[src/rtl/pam_serial_rx_if.sv]
// Recovered-word output port of pam_serial_rx.
// The receiver drives the master side; a single-entry valid/ready handshake.
interface pam_serial_rx_if #(
    parameter int DATA_LENGTH = 24
);
    logic [DATA_LENGTH-1:0] word_o;
    logic                   valid_o;
    logic                   ready_i;

    modport master (output word_o, output valid_o, input ready_i);
    modport slave  (input word_o, input valid_o, output ready_i);
endinterface

[src/rtl/pam_serial_rx.sv]
// Oversampling deserializer for the PAM serial DAC link (sdata/bclk/nsync).
// Recovers MSB-first words into a one-entry holding register with overflow and short-frame flags.
module pam_serial_rx #(
    parameter int DATA_LENGTH = 24,
    parameter int CNT_WIDTH   = 16
) (
    input  logic                 clk,
    input  logic                 rst,
    input  logic                 sdata,
    input  logic                 bclk,
    input  logic                 nsync,
    pam_serial_rx_if.master      m_out,
    output logic                 busy_o,
    output logic                 short_frame_o,
    output logic                 overflow_o,
    input  logic                 clear_i,
    output logic [CNT_WIDTH-1:0] frame_cnt_o
);
    localparam int BW = $clog2(DATA_LENGTH + 1);
    localparam logic [BW-1:0] LAST_BIT = BW'(DATA_LENGTH - 1);

    typedef enum logic [1:0] {
        ST_IDLE  = 2'd0,
        ST_SHIFT = 2'd1,
        ST_DONE  = 2'd2
    } state_t;

    // Bit order in the synchronizer vectors: {nsync, bclk, sdata}
    logic [2:0]             r_meta;
    logic [2:0]             r_sync;
    logic [2:0]             r_prev;
    logic [1:0]             r_fill;
    logic                   r_armed;
    state_t                 r_state;
    state_t                 w_next_state;
    logic [BW-1:0]          r_bit_cnt;
    logic [DATA_LENGTH-2:0] r_shift;
    logic [DATA_LENGTH-1:0] r_word;
    logic                   r_valid;
    logic                   r_busy;
    logic                   r_short;
    logic                   r_overflow;
    logic [CNT_WIDTH-1:0]   r_frame_cnt;

    logic                   w_sdata;
    logic                   w_bclk_fall;
    logic                   w_nsync_fall;
    logic                   w_nsync_rise;
    logic                   w_start;
    logic                   w_shift;
    logic                   w_load;
    logic                   w_short;
    logic                   w_take;
    logic [DATA_LENGTH-1:0] w_new_word;

    // Two-stage synchronizers plus previous-value stage, equal depth on all three inputs
    always_ff @(posedge clk) begin
        if (rst) begin
            r_meta <= 3'b111;
            r_sync <= 3'b111;
            r_prev <= 3'b111;
        end else begin
            r_meta <= {nsync, bclk, sdata};
            r_sync <= r_meta;
            r_prev <= r_sync;
        end
    end

    // Frame starts are only accepted once nsync has been seen high through a filled pipeline,
    // so a link already mid-frame at reset release is not mistaken for a new frame
    always_ff @(posedge clk) begin
        if (rst) begin
            r_fill  <= 2'd0;
            r_armed <= 1'b0;
        end else begin
            if (r_fill != 2'd3) begin
                r_fill <= r_fill + 2'd1;
            end
            if ((r_fill == 2'd3) && r_sync[2] && r_prev[2]) begin
                r_armed <= 1'b1;
            end
        end
    end

    assign w_sdata      = r_prev[0];
    assign w_bclk_fall  = r_prev[1] & ~r_sync[1];
    assign w_nsync_fall = r_prev[2] & ~r_sync[2];
    assign w_nsync_rise = ~r_prev[2] & r_sync[2];
    assign w_new_word   = {r_shift, w_sdata};
    assign w_take       = r_valid & m_out.ready_i;

    // FSM state register
    always_ff @(posedge clk) begin
        if (rst) begin
            r_state <= ST_IDLE;
        end else begin
            r_state <= w_next_state;
        end
    end

    // FSM next-state logic; a completing bclk edge takes priority over nsync rising
    always_comb begin
        w_next_state = r_state;
        case (r_state)
            ST_IDLE: begin
                if (w_nsync_fall && r_armed) begin
                    w_next_state = ST_SHIFT;
                end else begin
                    w_next_state = ST_IDLE;
                end
            end
            ST_SHIFT: begin
                if (w_bclk_fall && (r_bit_cnt == LAST_BIT)) begin
                    w_next_state = ST_DONE;
                end else if (w_nsync_rise) begin
                    w_next_state = ST_IDLE;
                end else begin
                    w_next_state = ST_SHIFT;
                end
            end
            ST_DONE: begin
                if (w_nsync_rise) begin
                    w_next_state = ST_IDLE;
                end else begin
                    w_next_state = ST_DONE;
                end
            end
            default: w_next_state = ST_IDLE;
        endcase
    end

    // FSM output decode
    always_comb begin
        w_start = (r_state == ST_IDLE) && w_nsync_fall && r_armed;
        w_shift = (r_state == ST_SHIFT) && w_bclk_fall;
        w_load  = w_shift && (r_bit_cnt == LAST_BIT);
        w_short = (r_state == ST_SHIFT) && w_nsync_rise && !w_load
                  && (w_bclk_fall || (r_bit_cnt != {BW{1'b0}}));
    end

    // Shift register, holding register, flags and frame counter
    always_ff @(posedge clk) begin
        if (rst) begin
            r_bit_cnt   <= {BW{1'b0}};
            r_shift     <= {(DATA_LENGTH-1){1'b0}};
            r_word      <= {DATA_LENGTH{1'b0}};
            r_valid     <= 1'b0;
            r_busy      <= 1'b0;
            r_short     <= 1'b0;
            r_overflow  <= 1'b0;
            r_frame_cnt <= {CNT_WIDTH{1'b0}};
        end else begin
            if (w_start) begin
                r_bit_cnt <= {BW{1'b0}};
                r_shift   <= {(DATA_LENGTH-1){1'b0}};
            end else if (w_shift) begin
                r_bit_cnt <= r_bit_cnt + BW'(1);
                r_shift   <= w_new_word[DATA_LENGTH-2:0];
            end

            if (w_load && (!r_valid || m_out.ready_i)) begin
                r_word      <= w_new_word;
                r_valid     <= 1'b1;
                r_frame_cnt <= r_frame_cnt + CNT_WIDTH'(1);
            end else if (w_take) begin
                r_valid <= 1'b0;
            end

            if (w_load && r_valid && !m_out.ready_i) begin
                r_overflow <= 1'b1;
            end else if (clear_i) begin
                r_overflow <= 1'b0;
            end

            r_short <= w_short;
            r_busy  <= (w_next_state != ST_IDLE);
        end
    end

    assign m_out.word_o  = r_word;
    assign m_out.valid_o = r_valid;
    assign busy_o        = r_busy;
    assign short_frame_o = r_short;
    assign overflow_o    = r_overflow;
    assign frame_cnt_o   = r_frame_cnt;
endmodule
[src/flat_wrapper.sv]
// flat-port wrapper written by rule: the top's interface ports become plain ports
module pam_serial_rx_flat 
#(
    parameter int DATA_LENGTH = 24,
    parameter int CNT_WIDTH   = 16
)
  (clk, rst, sdata, bclk, nsync, busy_o, short_frame_o, overflow_o, clear_i, frame_cnt_o, m_out_word_o, m_out_valid_o, m_out_ready_i);
  pam_serial_rx_if #(.DATA_LENGTH(DATA_LENGTH)) m_out_i ();
  input  logic clk;
  input  logic rst;
  input  logic sdata;
  input  logic bclk;
  input  logic nsync;
  output logic busy_o;
  output logic short_frame_o;
  output logic overflow_o;
  input  logic clear_i;
  output logic [CNT_WIDTH-1:0] frame_cnt_o;
  output wire logic [$bits(m_out_i.word_o)-1:0] m_out_word_o;
  output wire logic [$bits(m_out_i.valid_o)-1:0] m_out_valid_o;
  input wire logic [$bits(m_out_i.ready_i)-1:0] m_out_ready_i;
  assign m_out_word_o = m_out_i.word_o;
  assign m_out_valid_o = m_out_i.valid_o;
  assign m_out_i.ready_i = m_out_ready_i;
  pam_serial_rx #(.DATA_LENGTH(DATA_LENGTH), .CNT_WIDTH(CNT_WIDTH)) u_core (.clk(clk), .rst(rst), .sdata(sdata), .bclk(bclk), .nsync(nsync), .m_out(m_out_i), .busy_o(busy_o), .short_frame_o(short_frame_o), .overflow_o(overflow_o), .clear_i(clear_i), .frame_cnt_o(frame_cnt_o));
endmodule
[config.mk]
export PLATFORM = sky130hd
export DESIGN_NAME = pam_serial_rx_flat
export DESIGN_NICKNAME = d
export VERILOG_FILES = /design/src/rtl/pam_serial_rx_if.sv /design/src/rtl/pam_serial_rx.sv /design/src/flat_wrapper.sv
export SDC_FILE = /design/constraint.sdc
export NUM_CORES = 1
export LEC_CHECK = 0
export BUFFER_PORTS_ARGS = -buffer_cell sky130_fd_sc_hd__buf_2
export CORE_ASPECT_RATIO = 1.25
export CORE_MARGIN = 4
export CORE_UTILIZATION = 55
export CTS_CLUSTER_SIZE = 16
export DETAILED_ROUTE_END_ITERATION = 12
export PLACE_DENSITY = 0.78
export RECOVER_POWER = 100
export SKIP_LAST_GASP = 1
export SYNTH_ARGS = -nofsm -noshare
export SYNTH_HDL_FRONTEND = slang
export SYNTH_SLANG_ARGS = --single-unit
[constraint.sdc]
create_clock -name clk -period 2.4 [get_ports clk]
set_input_delay 0.72 -clock clk [delete_from_list [all_inputs] [get_ports clk]]
set_output_delay 0.72 -clock clk [all_outputs]
set_load 0.02 [all_outputs]
==> results of run 1 <==
[through the flow]
stage                     std cells  total power [uW]  area [sq um]
after floorplan                 378              1530          3200
after global placement          475              1540          3480
after detailed placement        475              1550          3480
after CTS                       491              2560          3680
after global routing            491              2640          3620
final                           491              2530          3620
[area by class of cell]
class,instances,share of cell area
repair buffers,57,0.0674
clock buffers,9,0.0342
clock inverters,7,0.0214
inverters,9,0.00933
flip-flops and latches,86,0.476
multi-input cells,259,0.370
well taps,64,0.0221
[flip-flops by register name, indices dropped and copies added, names as in the netlist]
register / flops
u_core.busy_o: 1
u_core.short_frame_o: 1
u_core.r_state: 2
u_core.frame_cnt_o: 16
u_core.r_bit_cnt: 5
u_core.r_prev: 3
u_core.r_meta: 3
u_core.r_shift: 23
u_core.r_fill: 2
u_core.m_out.valid_o: 1
u_core.overflow_o: 1
u_core.r_sync: 3
u_core.m_out.word_o: 24
u_core.r_armed: 1
[synth_stat cells (4+ instances only)]
cell and number:
sky130_fd_sc_hd__clkbuf_1 13, sky130_fd_sc_hd__or2_2 10, sky130_fd_sc_hd__inv_1 9, sky130_fd_sc_hd__dfxtp_1 86
sky130_fd_sc_hd__o31ai_1 7, sky130_fd_sc_hd__nor2_1 11, sky130_fd_sc_hd__ha_1 4, sky130_fd_sc_hd__nand3_1 5
sky130_fd_sc_hd__or4_1 7, sky130_fd_sc_hd__buf_2 8, sky130_fd_sc_hd__nand4_1 6, sky130_fd_sc_hd__xor2_1 5
sky130_fd_sc_hd__o21ai_0 6, sky130_fd_sc_hd__a21oi_1 63, sky130_fd_sc_hd__or3_1 5, sky130_fd_sc_hd__nand2_1 106
[metal layers]
metal,global-route usage,vias to the layer above,part of all wire
met4,0.0770,0,0.015
li1,-,1360,-
met2,0.326,51,0.49
met3,0.0462,9,0.043
met5,0,-,0
met1,0.214,1252,0.45
[logic make-up (layout without fill, tap and decap cells)]
group | Yosys count | after routing | synth area share
AOI/OAI and AO/OA | 83 | 83 | 0.142
xor gates and xnor gates | 7 | 7 | 0.0191
buffers and inverters | 33 | 82 | 0.0465
muxes | 1 | 1 | 0.00312
adders and majority gates | 4 | 4 | 0.0156
DFF | 86 | 86 | 0.537
and+or+nand+nor | 164 | 164 | 0.237
[worst min-delay path by stage]
stage,cells past startpoint,start,slack [ns],endpoint
after floorplan,1,u_core.r_sync[0],0.39,u_core.r_prev[0]
after global placement,1,u_core.r_meta[0],0.39,u_core.r_sync[0]
after detailed placement,1,u_core.r_meta[1],0.39,u_core.r_sync[1]
after CTS,1,u_core.r_meta[1],0.41,u_core.r_sync[1]
after global routing,1,u_core.r_meta[1],0.43,u_core.r_sync[1]
final,1,u_core.r_meta[1],0.41,u_core.r_sync[1]
[worst max-delay path, cell delays in order (launching register included)]
cell	delay (ns)
sky130_fd_sc_hd__dfxtp_1	0.40
sky130_fd_sc_hd__ha_1	0.21
sky130_fd_sc_hd__and4b_1	0.38
sky130_fd_sc_hd__nand4_1	0.42
sky130_fd_sc_hd__or4_1	0.53
sky130_fd_sc_hd__a21oi_1	0.14
[where the power goes]
group	switching, uW	total [uW]	internal [uW]
Clock	522	1020	493
Sequential	9.19	1450	1440
Combinational	37.2	60.4	23.3
Total	568	2530	1960
[what timing repair did]
item                                    CTS  global route
hold endpoints to repair                  0             0
endpoints found under the setup margin    0            22
resized for setup                         0             1
buffers inserted                          0             0
==> flow_metrics.tcl, run 1 <==
set metrics [dict create \
    avgSynthCellArea_sq_um 8.48 \
    drive_gt1_frac 0.0984 \
    setup.worst_path.class "reg2reg" \
    ys_seq_area_frac 0.537 \
    hpwlAfterDp_microns 4270 \
    std_cell_rows 30 \
    cts_inserted_buffers 9 \
    layout.cells.most_common_list "106 x sky130_fd_sc_hd__nand2_1, 86 x sky130_fd_sc_hd__dfxtp_1, 63 x sky130_fd_sc_hd__a21oi_1" \
    r2r_slack_ns 0.25 \
    globalplace.congestion 0.760 \
    layout_setup_ws_ns 0.249 \
    worst_setup_path_endpoint "u_core.frame_cnt_o[14]" \
    worstRegToRegCells 5 \
    fin_crit_ns 2.15 \
    grt_overflow_total 0 \
    worst_slack_placed_ns 0.168 \
    max-vdd-ir-drop_uv 476 \
    num-fill-cells 517 \
    cts.path.max_buffers 2 \
    core_area_sq_mm 0.00556 \
    area_growth_synth_to_finish_pct 13.0 \
    final.hold.worst_slack_ns 0.413 \
    run_status "complete, no violations" \
    sequential_cell_area_sq_mm 0.00172 \
    post-route-period-util 0.896 \
    grt_first_pass_wirelength_microns 10700 \
    num_vias 2672 \
    clock_sinks 86 \
    dr.first_iter.drc_count 139 \
    final_nets 433 \
    synthCells 378 \
    asyncSetResetFlopFracSynth 0 \
    setup.worst_path.start "u_core.r_bit_cnt[0]" \
    synth_area_sq_mm 0.00320 \
    power-per-cell-area_mw_per_mm2 698 \
    drt_first_pass_iters 4 \
    timing.slew.headroom 0.263 \
    die_area_sq_mm 0.00712 \
    worstSkewPairLatency_ns 0.35 \
    design.portCount 51 \
    finalMaxSlewViolations 0 \
    startpoint_type "flip-flop" \
    detail_route.wirelength_microns 6330 \
    crit_arrival_ns 2.44 \
    synthesis.nets 389 \
    number_of_flops_mapped_to_enable_cells_by_yosys 0 \
    grt_use_total 0.185 \
    synth_top_area_share 0.537 \
    r2r_end "u_core.frame_cnt_o[14]" \
    antennaDiodeCount 0 \
    fmaxAchievable_ghz 0.465 \
    critical_path.endpoint_type "flip-flop" \
    worst_clock_skew_ns 0.0115 \
    post_drt_wl_per_cell_microns 12.9 \
    clock_tree.htree_level_count 3 \
    grt_start_max_net_pins 29 \
    tritoncts "yes" \
    synth-seq-cells 86 \
    maxCapViolations 0 \
    regToRegStartpoint "u_core.r_bit_cnt[0]" \
    synth_area_leader "sky130_fd_sc_hd__dfxtp_1" \
    initial_utilization 0.577 \
    antenna_violations_before_repair 0 \
    cts_root_buf "sky130_fd_sc_hd__clkbuf_8" \
    die_y_microns 93.3 \
    detail-route-antenna-nets 0 \
    grt_setup_unrepaired "no" \
    critical_path_required_ns 2.69 \
    dominant_register_cell_in_the_synthesized_netlist "sky130_fd_sc_hd__dfxtp_1" \
    count_of_different_cell_masters_after_synthesis 38 \
    layout.cells.most_common "sky130_fd_sc_hd__nand2_1" \
    grt_pass1_vias 2440 \
    worstPathMaxFanout 12 \
    synth.top_cells.by_area "sky130_fd_sc_hd__dfxtp_1 54%, sky130_fd_sc_hd__nand2_1 12%, sky130_fd_sc_hd__a21oi_1 9.8%" \
    remaining_drc_errors 0 \
    port-buffer-count 50 \
    route.detailed.vias_per_inst 5.44 \
    multiInputGateArea_sq_mm 0.00134 \
    die_w_microns 76.3 \
    hold_removal_path_class "reg2reg" \
    yosysWarnings 0 \
    timing_worst_slew_pin_value_ns 1.10 \
    fin_setup_tns_ns 0 \
    p_leak_uw 0.00121 \
    utilization 0.652 \
    timing.final.hold_violations 0 \
    cts_hold_buffers 0 \
    report.final.setup_viol 0 \
    cts.clk_slew.worst_paths_ns 0.08 \
]
(Power assumes the default switching activity.)
==> run 2, diff against run 1 <==
==> constraint.sdc (replaced) <==
create_clock -name clk -period 2.4 [get_ports clk]
set_input_delay 0.48 -clock clk [delete_from_list [all_inputs] [get_ports clk]]
set_output_delay 0.48 -clock clk [all_outputs]
set_load 0.02 [all_outputs]
==> run 2 against run 1 <==
  * Non-clock buffer count grew 1
  * Die area unchanged
  * Fmax is 0.91% higher
  * Critical endpoint is now u_core.m_out.word_o[7]
  * Flip-flop and latch count unchanged
  * Core utilization grew 0.38 points
  * Routed wire length fell by 2.8%
  * Largest cell class unchanged
==> flow_metrics.tcl, run 2 (synthesized netlist as in run 1, its figures left out) <==
set metrics [dict create \
    run_status "complete, no violations" \
    detail_route.wirelength_microns 6160 \
    num_vias 2633 \
    power-per-cell-area_mw_per_mm2 718 \
    initial_utilization 0.577 \
    cp_common_cell "sky130_fd_sc_hd__clkbuf_2" \
    post_cts_buffers 0 \
    worstPathCellList "and4bb_1, clkbuf_2, and3_1, clkbuf_2, nand2_1, a21oi_1" \
    post-route-cell-area_sq_mm 0.00364 \
    fin_setup_tns_ns 0 \
    grt_use_total 0.186 \
    startpoint_type "flip-flop" \
    timing.final.hold_violations 0 \
    worstSkewPairLatency_ns 0.35 \
    clock_tree.htree_level_count 3 \
    fin_cells 492 \
    use_met1 0.216 \
    post-route-period-util 0.888 \
    die_area_sq_mm 0.00712 \
    grt_start_max_net_pins 37 \
    layout.cells.most_common "sky130_fd_sc_hd__nand2_1" \
    cts_root_buf "sky130_fd_sc_hd__clkbuf_8" \
    max-vdd-ir-drop_uv 517 \
    setup.worst_path.start "u_core.r_state[1]" \
    grt_overflow_total 0 \
    final_nets 434 \
    p_total_uw 2610 \
    finalMaxSlewViolations 0 \
    hpwlAfterDp_microns 4090 \
    die_w_microns 76.3 \
    port-buffer-count 50 \
    cts.path.max_buffers 2 \
    antenna_violations_before_repair 0 \
    groute.layer.met3.usage 0.0549 \
    grt_pass1_vias 2505 \
    setup.worst_path.class "reg2reg" \
    worst_path_max_delay_cell "sky130_fd_sc_hd__clkbuf_2" \
    remaining_drc_errors 0 \
    drive_gt1_frac 0.0958 \
    detail-route-antenna-nets 0 \
    area_growth_synth_to_finish_pct 13.6 \
    max_stage_delay_ns 0.51 \
    globalplace.congestion 0.749 \
    regToRegStartpoint "u_core.r_state[1]" \
    report.final.setup_viol 0 \
    clock_sinks 86 \
    cts_hold_buffers 0 \
    critical_path.endpoint_type "flip-flop" \
    worstPathMaxFanout 32 \
    core_area_sq_mm 0.00556 \
    layout.cells.most_common_list "106 x sky130_fd_sc_hd__nand2_1, 86 x sky130_fd_sc_hd__dfxtp_1, 63 x sky130_fd_sc_hd__a21oi_1" \
    hold_removal_path_class "in2reg" \
    die_y_microns 93.3 \
    fin_crit_ns 2.13 \
    worst_clock_skew_ns 0.0103 \
    final.hold.worst_slack_ns 0.314 \
    timing_worst_slew_pin_value_ns 1.38 \
    grt_setup_unrepaired "no" \
    dp.cells 476 \
    grt_first_pass_wirelength_microns 10800 \
    p_leak_uw 0.00122 \
    globalRouteMet2Util 0.316 \
    dr.first_iter.drc_count 172 \
    std_cell_rows 30 \
    max_ffs_per_register 24 \
    postCtsResizedCells 0 \
    design.portCount 51 \
    antennaDiodeCount 0 \
    drt_first_pass_iters 5 \
    post_drt_wl_per_cell_microns 12.5 \
    cts_inserted_buffers 9 \
    timing.slew.headroom 0.0829 \
    tritoncts "yes" \
    hp-start "bclk" \
    fmaxAchievable_ghz 0.469 \
    cts.clk_slew.worst_paths_ns 0.08 \
    placed_cell_area_sq_mm 0.00348 \
    maxCapViolations 0 \
    critical_path_required_ns 2.66 \
    crit_arrival_ns 2.39 \
    route.detailed.vias_per_inst 5.35 \
    grt-busiest-layer "met2" \
]
==> run 2: cell type report <==
class | count | area [sq um]
clock buffer | 11 | 141
clock inverter | 5 | 82.6
fill | 469 | 1910
inverter | 9 | 33.8
multi-input combinational | 259 | 1340
sequential | 86 | 1720
tap | 64 | 80.1
timing repair buffer | 58 | 244
==> run 2: final timing paths <==
kind / end / slack, ns / cells past startpoint
setup / recovery: u_core.m_out.word_o[7] / 0.27 / 6
hold reg to reg: u_core.r_sync[2] / 0.41 / 1
setup reg to reg: u_core.m_out.word_o[7] / 0.27 / 6
hold / removal: u_core.r_meta[1] / 0.31 / 2
==> run 2: per-stage QoR <==
| step | setup slack (ns) | util |
|---|---|---|
| global placement | 0.423 | 0.627 |
| floorplan | 0.650 | - |
| finish | 0.268 | 0.655 |
| detailed placement | 0.368 | 0.627 |
| CTS | 0.350 | 0.667 |
| global route | 0.0530 | 0.655 |
==> run 2: critical path, delay by kind of cell (launching register included) <==
family	cells	cell delay (ns)
simple gates	3	0.75
compound gates	1	0.12
flops	1	0.38
buf+inv	2	0.80
==> run 2: routing by layer <==
layer | vias to the layer above | routed length (microns)
li1 | 1357 | -
met5 | - | 0
met3 | 7 | 335
met1 | 1204 | 2850
met2 | 65 | 2910
met4 | 0 | 66
==> run 2: report_power, final <==
part / internal (uW) / switching, uW / total, uW
sequential: 1440 / 7.84 / 1450
clock: 617 / 489 / 1110
combinational: 22.7 / 35.8 / 58.5
total: 2080 / 533 / 2610
==> run 3, diff against run 2 <==
Settings changed: REMOVE_ABC_BUFFERS set to 1.
==> run 3 against run 2 <==
  * Clock skew is 0.0055 ns lower
  * Sequential share of layout area is 0.21 points lower
  * Largest power group unchanged
  * Largest cell class unchanged
  * Global-route usage is 0.33 points lower
  * Register-to-register slack better by 0.07 ns
  * Clock power is 5% higher
  * Critical path type unchanged
  * Non-clock buffer count is 1 lower
==> flow_metrics.tcl, run 3 (synthesized netlist as in run 1, its figures left out) <==
set metrics [dict create \
    max-vdd-ir-drop_uv 463 \
    timing_worst_slew_pin_value_ns 1.03 \
    grt_overflow_total 0 \
    startpoint_type "flip-flop" \
    crit_arrival_ns 2.34 \
    post-route-period-util 0.858 \
    cts.clk_slew.worst_paths_ns 0.08 \
    core_area_sq_mm 0.00556 \
    detail-route-antenna-nets 0 \
    clock_sinks 86 \
    fmaxAchievable_ghz 0.485 \
    layout.cells.most_common "sky130_fd_sc_hd__nand2_1" \
    report.final.setup_viol 0 \
    route.detailed.vias_per_inst 5.41 \
    power-per-cell-area_mw_per_mm2 734 \
    max_ffs_per_register 24 \
    hold_removal_path_class "in2reg" \
    timing.slew.headroom 0.315 \
    run_status "complete, no violations" \
    remaining_drc_errors 0 \
    tritoncts "yes" \
    postCtsResizedCells 0 \
    port-buffer-count 50 \
    num-fill-cells 502 \
    critical_path.endpoint_type "flip-flop" \
    fin_crit_ns 2.06 \
    max_stage_delay_ns 0.55 \
    timing.final.hold_violations 0 \
    antenna_violations_before_repair 0 \
    std_cell_rows 30 \
    cts_root_buf "sky130_fd_sc_hd__clkbuf_8" \
    grt_start_max_net_pins 33 \
    cts.path.max_buffers 2 \
    grt_pass1_vias 2525 \
    initial_utilization 0.577 \
    worstPathMaxFanout 13 \
    grt_first_pass_wirelength_microns 10700 \
    die_y_microns 93.3 \
    grt_setup_unrepaired "no" \
    layout.cells.most_common_list "106 x sky130_fd_sc_hd__nand2_1, 86 x sky130_fd_sc_hd__dfxtp_1, 63 x sky130_fd_sc_hd__a21oi_1" \
    globalplace.congestion 0.741 \
    crit_family "simple AND/OR/NAND/NOR gates" \
    fin_setup_tns_ns 0 \
    design.portCount 51 \
    drt_first_pass_iters 4 \
    p_leak_uw 0.00122 \
    num_vias 2655 \
    dr.first_iter.drc_count 109 \
    clock_tree.htree_level_count 3 \
    final_nets 433 \
    cts_hold_buffers 0 \
    worstPathCellList "ha_1, and4b_1, nand4_2, or4_1, a21oi_1" \
    p_total_uw 2680 \
    die_area_sq_mm 0.00712 \
    finalMaxSlewViolations 0 \
    die_w_microns 76.3 \
    area_growth_synth_to_finish_pct 14.1 \
    maxCapViolations 0 \
    antennaDiodeCount 0 \
    detail_route.wirelength_microns 6240 \
    setup.worst_path.class "reg2reg" \
    worstSkewPairLatency_ns 0.35 \
    critical_path_required_ns 2.68 \
    post_cts_buffers 0 \
    worst_path_max_delay_cell "sky130_fd_sc_hd__or4_1" \
    cts_inserted_buffers 9 \
    drive_gt1_frac 0.0937 \
    post_drt_wl_per_cell_microns 12.7 \
    grt_use_total 0.183 \
    worst_clock_skew_ns 0.00481 \
    critPathBufInv 0 \
    hpwlAfterDp_microns 4000 \
]
## run 3: changes by cell type in the layout (fill, tap and decap cells not counted)
cell | before | now
sky130_fd_sc_hd__inv_6 | 0 | 1
sky130_fd_sc_hd__clkinv_4 | 2 | 0
sky130_fd_sc_hd__clkbuf_8 | 10 | 12
sky130_fd_sc_hd__clkbuf_2 | 4 | 0
sky130_fd_sc_hd__clkinv_2 | 1 | 0
sky130_fd_sc_hd__clkinvlp_4 | 0 | 1
sky130_fd_sc_hd__buf_4 | 4 | 6
## run 3: through the flow
stage / hold WS (ns) / cells / setup slack (ns) / cell area [sq um] / util
final: 0.311 / 491 / 0.340 / 3660 / 0.658
after global routing: 0.309 / 491 / 0.108 / 3660 / 0.658
after CTS: 0.302 / 491 / 0.332 / 3720 / 0.669
after detailed placement: 0.393 / 475 / 0.371 / 3480 / 0.626
after global placement: 0.391 / 475 / 0.466 / 3480 / 0.626
after floorplan: 0.389 / 354 / 0.157 / 3090 / -
## run 3: worst paths after layout
kind | startpoint | end | slack [ns] | depth (start not counted)
setup reg to reg | u_core.r_bit_cnt[0] | u_core.frame_cnt_o[15] | 0.34 | 5
hold / removal | nsync | u_core.r_meta[2] | 0.31 | 2
hold reg to reg | u_core.r_meta[2] | u_core.r_sync[2] | 0.41 | 1
setup / recovery | u_core.r_bit_cnt[0] | u_core.frame_cnt_o[15] | 0.34 | 5
## run 3: per-layer routing
metal  track usage  wire length (microns)  share of wire
met5             0                      0              0
met4        0.0770                     82          0.013
met3        0.0462                    353          0.057
met2         0.331                   2990           0.48
met1         0.205                   2820           0.45
## run 3: power breakdown
part	switching [uW]	internal (uW)	leakage [uW]
Combinational	36.8	23.6	0.000410
Clock	497	675	0.000119
Sequential	8.56	1440	0.000695
Total	543	2140	0.00122
## run 3: layout make-up
| cell class | instances | area (sq um) | area share |
|---|---|---|---|
| sequential | 86 | 1720 | 0.471 |
| multi-input combinational | 259 | 1340 | 0.366 |
| timing repair buffer | 57 | 243 | 0.0664 |
| clock buffer | 12 | 165 | 0.0452 |
| tap | 64 | 80.1 | 0.0219 |
| clock inverter | 4 | 76.3 | 0.0209 |
| inverter | 9 | 33.8 | 0.00924 |
